**src/rtl/clashup_cpu_mc.sv**
```systemverilog
// Multi-cycle ClashUp CPU: runs a variable-length word stream from internal program RAM.
// Latency: one RAM word per cycle, an instruction of N words takes N+1 cycles.
// Flow control: host loads RAM only while idle/halted; out_valid is a one-cycle strobe.
module clashup_cpu_mc #(
  parameter int DW    = 8,
  parameter int NREGS = 8,
  parameter int AW    = 8
) (
  input  logic          clk,
  input  logic          rst,
  input  logic          prog_we,
  input  logic [AW-1:0] prog_addr,
  input  logic [DW-1:0] prog_wdata,
  input  logic          run,
  output logic [DW-1:0] out,
  output logic          out_valid,
  output logic          busy,
  output logic          halted,
  output logic [AW-1:0] pc_o
);

  localparam int RI = $clog2(NREGS);

  localparam logic [7:0] OP_NOP  = 8'h00;
  localparam logic [7:0] OP_SET  = 8'h01;
  localparam logic [7:0] OP_ADD  = 8'h02;
  localparam logic [7:0] OP_OUT  = 8'h03;
  localparam logic [7:0] OP_SUB  = 8'h04;
  localparam logic [7:0] OP_JMP  = 8'h05;
  localparam logic [7:0] OP_JZ   = 8'h06;
  localparam logic [7:0] OP_HALT = 8'hFF;

  typedef enum logic [2:0] {
    S_IDLE, S_FETCH, S_OPA, S_OPB, S_EXEC, S_HALT
  } state_t;

  state_t        state, state_nxt;
  logic [AW-1:0] pc;
  logic [7:0]    op;
  logic [DW-1:0] a, b;
  logic [DW-1:0] regs [NREGS];
  logic [DW-1:0] mem  [2**AW];
  logic [DW-1:0] rdata;
  logic [RI-1:0] ia, ib;

  // Unknown opcodes fall through to "no operand", so they run as 1-word NOPs.
  function automatic logic has_operand(input logic [7:0] o);
    return (o == OP_SET) || (o == OP_ADD) || (o == OP_OUT) ||
           (o == OP_SUB) || (o == OP_JMP) || (o == OP_JZ);
  endfunction

  function automatic logic is_three_word(input logic [7:0] o);
    return (o == OP_SET) || (o == OP_ADD) || (o == OP_SUB) || (o == OP_JZ);
  endfunction

  assign rdata = mem[pc];
  assign ia    = a[RI-1:0];
  assign ib    = b[RI-1:0];
  assign pc_o  = pc;

  // Program RAM write port; no reset so the program survives rst.
  always_ff @(posedge clk) begin
    if (prog_we && (state == S_IDLE || state == S_HALT))
      mem[prog_addr] <= prog_wdata;
  end

  // State register.
  always_ff @(posedge clk or posedge rst) begin
    if (rst) state <= S_IDLE;
    else     state <= state_nxt;
  end

  // Next-state decode: operand count is decided from the word being fetched.
  always_comb begin
    state_nxt = state;
    case (state)
      S_IDLE:  if (run) state_nxt = S_FETCH;
      S_FETCH: state_nxt = has_operand(rdata[7:0]) ? S_OPA : S_EXEC;
      S_OPA:   state_nxt = is_three_word(op) ? S_OPB : S_EXEC;
      S_OPB:   state_nxt = S_EXEC;
      S_EXEC:  state_nxt = (op == OP_HALT) ? S_HALT : S_FETCH;
      S_HALT:  if (run) state_nxt = S_FETCH;
      default: state_nxt = S_IDLE;
    endcase
  end

  // Status outputs decoded from state.
  always_comb begin
    busy   = (state == S_FETCH) || (state == S_OPA) ||
             (state == S_OPB)   || (state == S_EXEC);
    halted = (state == S_HALT);
  end

  // Datapath: registers are written only in EXEC, so a reset abort leaves no partial write.
  always_ff @(posedge clk or posedge rst) begin
    if (rst) begin
      pc        <= '0;
      op        <= '0;
      a         <= '0;
      b         <= '0;
      out       <= '0;
      out_valid <= 1'b0;
      for (int i = 0; i < NREGS; i++) regs[i] <= '0;
    end else begin
      out_valid <= 1'b0;
      case (state)
        S_IDLE, S_HALT: if (run) pc <= '0;
        S_FETCH: begin
          op <= rdata[7:0];
          pc <= pc + 1'b1;
        end
        S_OPA: begin
          a  <= rdata;
          pc <= pc + 1'b1;
        end
        S_OPB: begin
          b  <= rdata;
          pc <= pc + 1'b1;
        end
        S_EXEC: begin
          case (op)
            OP_SET: regs[ia] <= b;
            OP_ADD: regs[ia] <= regs[ia] + regs[ib];
            OP_SUB: regs[ia] <= regs[ia] - regs[ib];
            OP_OUT: begin
              out       <= regs[ia];
              out_valid <= 1'b1;
            end
            OP_JMP: pc <= AW'(a);
            OP_JZ:  if (regs[ia] == '0) pc <= AW'(b);
            default: ;
          endcase
        end
        default: ;
      endcase
    end
  end

endmodule

```
**config.mk**
```make
export PLATFORM = sky130hd
export DESIGN_NAME = clashup_cpu_mc
export DESIGN_NICKNAME = d
export VERILOG_FILES = /design/src/rtl/clashup_cpu_mc.sv
export SDC_FILE = /design/constraint.sdc
export NUM_CORES = 2
export LEC_CHECK = 0
export CORE_MARGIN = 2
export CORE_UTILIZATION = 50
export CTS_CLUSTER_SIZE = 12
export DETAILED_ROUTE_END_ITERATION = 12
export PLACE_DENSITY = 0.7
export SLEW_MARGIN = 20
export SYNTH_ARGS = -nofsm -noshare
export SYNTH_HDL_FRONTEND = slang
export SYNTH_SLANG_ARGS = --single-unit
```
**constraint.sdc**
```tcl
create_clock -name clk -period 5.1 [get_ports clk]
set_input_delay 1.02 -clock clk [delete_from_list [all_inputs] [get_ports clk]]
set_output_delay 1.02 -clock clk [all_outputs]
set_load 0.005 [all_outputs]
```
== Word level (Yosys, flattened, before mapping) ==
Memory sizes are Yosys's and may differ from the RTL's.
Index checks and enable logic that the tools add are counted.
Cells by class
  add/subtract/negate cells: 3
  multiplexer cells: 25
  $lt $le $gt $ge: 3
  equality and inequality tests: 21
  reductions and logical operators: 23
  bitwise gates (word level): 2
Operators with widths (number)
  $bwmux W64: 3
  $pmux W64 S3: 1
  $mux W8: 7
  $bmux W8 S3: 2
  $eq A8 B3 Y1 const B: 6
  $eq A8 B2 Y1 const B: 4
  $demux W8 S3: 1
  $pmux W8 S3: 1
  $eq A8 B1 Y1 const B: 2
  $pmux W8 S2: 1
  $pmux W3 S5: 1
  $logic_or A1 B1 Y1: 12
  $mux W3: 4
  $add A8 B1 Y8 const B: 1
  $add A8 B8 Y8: 1
  $eq A8 B8 Y1 const B: 1
  $ge A4 B4 Y1 const B: 2
  $logic_not A8 Y1: 1
  $not A3 Y4: 2
  $sub A8 B8 Y8: 1
  $eq A3 B2 Y1 const B: 2
  $eq A3 B3 Y1 const B: 2
  $ne A3 B2 Y1 const B: 2
  $reduce_bool A3 Y1: 2
  10 further kinds: 15
Storage, ports and cells
  bits of input ports: 20
  memories kept: 1
  register bits: 108
  RAM bits: 2048
Memories
  mem: words 256, width 8, rd ports 1, clocked after memory_dff 0, wr ports 1, RTL line 42  | logic [DW-1:0] mem [2**AW];

== Longest topological paths before layout ==
An unclocked memory read counts as a cell.
  depth in word-level cells: 9
  depth in mapped cells: 17
  mapped depth without buffers: 15

== Least setup slack after synthesis ==
Ideal clock, no wire load.
  path type: register -> register
  start point: reg b[0]
  end point: reg with a tool-made name
  data required time: 5018 ps
  arrival time: 3898 ps
  clock period less this slack: 3980 ps
  setup time: 82 ps
  setup slack: 1120 ps
  stages on the path, launching flop included: 16
  buffers on the path: 2
  cell sequence: dfrtp_1 buf_1 clkbuf_1 mux4_2 mux2_2 ha_1 nor2b_1 o21a_1 o21bai_1 a21oi_1 o21ai_0 a21oi_1 or3_1 a2111oi_0 nor2_1 a31oi_1
RTL lines
  start, declared: RTL line 40  | logic [DW-1:0] a, b;
  start signal, assigned: RTL line 117  | b <= rdata;

==> flow_summary.yaml <==
synth:
  syn_inst: 4422
  synth_nets: 4459
  synth-edff-count: 2048
  synthTopCellsByArea: "edfxtp_1, mux4_2, dfrtp_1, nor2_1, mux2i_1"
  synth_area_leader_cell: "edfxtp_1"
  yosys_warnings: 0
  synth_cell_type_count: 81
  async_flop_share_pct: 5.009
  avgSynthCellArea_um2: 19.44
  ys_seq_area_share_pct: 74.67
  synth_top_area_share_pct: 71.53
  syn_area_um2: 85980
  synth_ff_type: "edfxtp_1"
  ys_ff_latch: 2156
worst_setup_path:
  worstSetupPathType: "flop to flop"
  crit_chain: "nor3b_1 > a22o_1 > a2111oi_0 > buf_4 > inv_1 > ha_1 > inv_1 > o21a_1 > o21bai_1 > a21oi_1 > o21ai_0 > a21oi_1 > or3_1 > a2111oi_0 > nor2_1 > a31oi_1"
  crit_path_top_delay_cell: "dfrtp_1"
  worstSetupStartpointType: "flop"
  max_stage_delay_ns: 0.90
  worstPathRequired_ns: 5.88
  crit_arrival_ns: 5.40
  cp_max_fo: 24
  crit_path_end_kind: "flop"
clocking:
  holdBufCountCts: 0
  root_buffer: "clkbuf_16"
  cts_buffers: 213
  post_cts_buffers: 0
  clock_path_buffers: 3
  htree_levels: 4
  worstSkewPairLatency_ns: 0.86
  clk_pin_slew_ns: 0.07
  cts_resized: 0
  cts_tree: "yes"
  cts_sinks: 2156
sta:
  rsz0062_at_grt: "false"
  clock_skew_ns: 0.03271
  min_period_ns: 4.618
  setup_violations: 0
  finalSetupTns_ns: 0
  hold_viol: 0
  final-max-slew-violation-count: 0
  fmax_mhz: 216.5
  relSlewSlack_pct: 21.26
  worst_pin_slew_ns: 1.181
  min_period_over_period_pct: 90.55
global_route:
  grt_use_total_pct: 27.62
  grtUsageMet1_pct: 37.94
  met2_usage_pct: 41.84
  grt_max_degree: 145
  antenna_found_initial: 6
  grt.overflow.total: 0
  grt_pass1_vias: 46150
  use_met3_pct: 7.083
  grt_most_used_layer: "met2"
  grt_pass1_wl_um: 343100
drt:
  drc: 0
  initialDrtViolationCount: 7064
  viasPerCell: 6.597
  wl_per_cell_um: 33.54
  drt.antenna.violating_nets: 0
  via_count: 47220
  wl_um: 240100
  drt_first_pass_iters: 6
run:
  max-cap-violations: 0
finish:
  stdcell_area_um2: 97210
  drive_gt1_share_pct: 24.76
  stdcell_count: 7158
  nets: 4836
  area_growth_pct: 13.07
placement:
  dp_hpwl_um: 152700
  placed_cells: 6817
  placed_area_um2: 90980
  gp_congestion: 0.9350
  io_buffers: 38
floorplanning:
  rows: 152
  die_width_um: 418.7
  initial_core_util_pct: 50.23
  die-area_um2: 175300
  die_h_um: 418.7
  core-area_um2: 171200
  pin_count: 39
power:
  pwr_density_cell_nw_per_um2: 457.8
  peakVddDrop_v: 0.0003490
  p_leak_nw: 31.01
status:
  outcome: "finished, final reports clean"
worst_hold_path:
  min_path_type: "flop to flop"
layer usage:
metal	wire [um]	vias to the layer above
met1	89080	24670
met4	12680	10
met2	110400	3134
met5	69	-
met3	27860	625
li1	-	18780
final cells by class:
| cell class | instances | area (um^2) |
|---|---|---|
| Tap cell | 2233 | 2794 |
| Inverter | 35 | 135.1 |
| Multi-Input combinational cell | 1974 | 20200 |
| Clock inverter | 64 | 573.1 |
| Clock buffer | 272 | 5645 |
| Sequential cell | 2156 | 64220 |
| Timing Repair Buffer | 419 | 3633 |
| Fill cell | 12470 | 73950 |
| Antenna cell | 5 | 12.51 |
path summary, 6_finish.rpt:
kind | start | depth (start not counted) | slack, ns | end
setup / recovery | a[2] | 16 | 0.48 | flop
hold / removal | out[6] | 2 | 0.49 | out[6]
setup reg to reg | a[2] | 16 | 0.48 | flop
hold reg to reg | out[6] | 2 | 0.49 | out[6]
max in group asynchronous | rst | 3 | 3.35 | out[2]
min in group asynchronous | rst | 2 | 0.73 | async pin
synthesized netlist by cell type, types with 11 or more instances:
cell type,instances
edfxtp_1,2048
mux4_2,513
nor2_1,330
nand2_1,245
o21ai_0,122
clkbuf_1,114
mux2i_1,114
dfrtp_1,108
a21oi_1,77
a22oi_1,61
buf_2,52
o22ai_1,51
nand3_1,43
nor3_1,38
mux2_2,35
nor2b_1,32
inv_1,31
buf_4,28
buf_6,28
a221oi_1,27
buf_1,26
a22o_1,21
nand2b_1,20
a31oi_1,19
ha_1,15
and2_1,14
o211ai_1,14
nor4_1,13
a211oi_1,11
and3_1,11
critical path: cells and delay by family (launching register included):
kind,cells,cell delay (ns)
compound gates,9,2.14
simple gates,3,0.80
buf+inv,3,0.33
fa+ha+maj,1,0.35
flops,1,0.90
cell usage in the layout (no fill, tap or decap), types with 61 or more instances in the layout:
| cell type | count |
|---|---|
| a21oi_1 | 77 |
| a22oi_1 | 61 |
| buf_4 | 352 |
| clkbuf_16 | 216 |
| dfrtp_1 | 102 |
| edfxtp_1 | 2048 |
| mux2i_1 | 114 |
| mux4_2 | 513 |
| nand2_1 | 245 |
| nor2_1 | 329 |
| o21ai_0 | 122 |
state kept, by name (all words and copies together), names as in the netlist, named ones only:
name	cells
out	8
mem	2048
pc_o	8
a	8
out_valid	1
b	8
state	3
op	8
cell families after synthesis:
group | Yosys count | synth area share [%]
xor+xnor | 5 | 0.05093
flops | 2156 | 74.67
compound gates | 491 | 3.827
buf+inv | 292 | 1.864
mux | 668 | 15.31
fa+ha+maj | 17 | 0.2649
simple gates | 793 | 4.012
stage by stage:
stage               hold slack [ns]  total power [mW]  utilization, %  setup slack, ns
floorplan                    0.4496             26.58               -            1.120
global placement             0.4643             30.22           53.16           0.6406
detailed placement           0.4892             30.31           53.16           0.5688
CTS                          0.5013             44.45           56.79           0.5525
global route                 0.5177             45.67           56.79         0.005107
finish                       0.4924             44.50           56.80           0.4821
report_power, final:
group / switching (mW) / internal (mW) / total [mW]
logic: 6.06 / 4.18 / 10.2
registers: 0.377 / 19.5 / 19.9
clock network: 6.56 / 7.81 / 14.4
total: 13.0 / 31.5 / 44.5
No activity file was read; power rests on OpenSTA's default activity.
==> variant: new RTL, same settings <==
Reset style: synchronous (`rst`), changed in 2 clocked blocks.
--- a/src/rtl/clashup_cpu_mc.sv
+++ b/src/rtl/clashup_cpu_mc.sv
@@ -65,7 +65,7 @@
   end
 
   // State register.
-  always_ff @(posedge clk or posedge rst) begin
+  always_ff @(posedge clk) begin
     if (rst) state <= S_IDLE;
     else     state <= state_nxt;
   end
@@ -92,7 +92,7 @@
   end
 
   // Datapath: registers are written only in EXEC, so a reset abort leaves no partial write.
-  always_ff @(posedge clk or posedge rst) begin
+  always_ff @(posedge clk) begin
     if (rst) begin
       pc        <= '0;
       op        <= '0;
Check against the original RTL: not settled (the Yosys comparison gave no result); the edit may change what the design does.
==> variant against the original RTL <==
Non-clock buffer count fell by 27. Sequential cell count rose by 14. Synthesized area down 0.14%. Count of clock-buffer cells in the layout up 6. Setup slack worse by 340 ps. Cell area decreased by 0.13%. Wire length shrank 0.38%. Critical path type unchanged.
Power is not compared: it rests on default switching activity, and its combinational part moved more than twofold at a synthesized area within 25%.
==> variant: results (changes against the original RTL) <==
metric,value,unit,change
status,"finished, final reports clean",,
final_nets,4789,,-0.97%
hp-start,a[3]$_SDFFE_PP0P_,,
synth_flop_cell,edfxtp_1,,
holdWs,460,ps,-32.3 ps
worstPathArrival,5670,ps,+270 ps
grt_max_degree,167,,+15%
pre_cts_ws,295,ps,-274 ps
max_freq,202,MHz,-6.8%
hold_end,a[3]$_SDFFE_PP0P_,,
synth-async-reset-ratio,0,%,-5.0 points
detail_route.first_pass.iterations,7,,+1
dr_wl_met2,112000,µm,+1.1%
nFillCells,12600,,+0.71%
critPathMaxFanout,33,,+38%
drive_above_1_share,24.0,%,-0.75 points
dp_cells,6770,,-0.69%
avgViaCountPerCell,6.57,,-0.36%
yosys-top-cells-area,"edfxtp_1, mux4_2, nor2_1",,
grt_antenna_before_repair,8,,+2
first_global_vias,45600,,-1.2%
place_congestion,0.893,,-4.5%
worst_path_max_delay_cell,o311ai_0,,
grt_pass1_wl,340000,µm,-0.86%
routedWlPerCell,33.6,µm,+0.24%
met2_usage,42.2,%,+0.36 points
synth_edf_count,2112,,+3.1%
post-dp-hpwl,153000,µm,+0.13%
avgSynthCellArea,19.5,µm²,+0.41%
worstMarginPinSlew,1250,ps,+69.9 ps
grt_use_total,27.5,%,-0.099 points
wl_met3,29000,µm,+4.2%
reg2reg_depth,12,,-4
worstHoldPathCells,2,,unchanged
finalClockSkew,63.5,ps,+30.7 ps
ys_types,80,,-1.2%
yosysSeqAreaShare,75.2,%,+0.55 points
drt_first_iter_violations,7375,,+4.4%
leakagePower,0.0300,µW,
m1WireLength,87500,µm,-1.7%
[variant: changes by cell type in the layout (fill, tap and decap cells not counted), moves of 19 or more]
cell      before   now
dfrtp_1      102     0
nor2_1       329   427
o21ai_0      122    43
edfxtp_1    2048  2112
nand2_1      245   183
dfxtp_1        0    52
buf_4        352   324
a22oi_1       61    82
mux2_2        35    16
[variant: area by class of cell]
class | count | share of cell area [%]
diodes | 7 | 0.0180
repair buffers | 392 | 3.54
multi-input cells | 1944 | 20.5
flip-flops and latches | 2170 | 66.5
inverters | 31 | 0.120
clock inverters | 59 | 0.575
clock buffers | 278 | 5.81
well taps | 2233 | 2.88
[variant: power by group]
part / switching [µW] / leakage [µW] / internal (µW)
sequential: 51.2 / 0.0195 / 19600
clock: 6530 / 0.00299 / 7830
combinational: 1370 / 0.00750 / 903
total: 7950 / 0.0300 / 28300
[variant: kinds of logic (layout without fill, tap and decap cells)]
| kind of cell | count (synthesis) | in the layout | share of synthesized area (%) |
|---|---|---|---|
| AO/OA/AOI/OAI | 417 | 417 | 3.38 |
| buffers and inverters | 284 | 760 | 1.65 |
| AND/OR/NAND/NOR | 853 | 853 | 4.39 |
| XOR/XNOR | 5 | 5 | 0.0510 |
| multiplexers | 652 | 652 | 15.0 |
| other | 0 | 7 | 0 |
| adder cells (fa/ha/maj) | 17 | 17 | 0.265 |
| flip-flops | 2170 | 2170 | 75.2 |
[variant: per-stage QoR]
stage | util, % | instance area [µm²]
2_1_floorplan | - | 85900
3_3_place_gp | 53.1 | 90900
3_5_place_dp | 53.1 | 90900
4_1_cts | 56.7 | 97100
5_1_grt | 56.7 | 97100
6_report | 56.7 | 97100
[variant: worst min-delay path: stages, from the launching register on]
cell and delay (ps):
dfxtp_1 310, nand2_1 50, a21oi_1 60
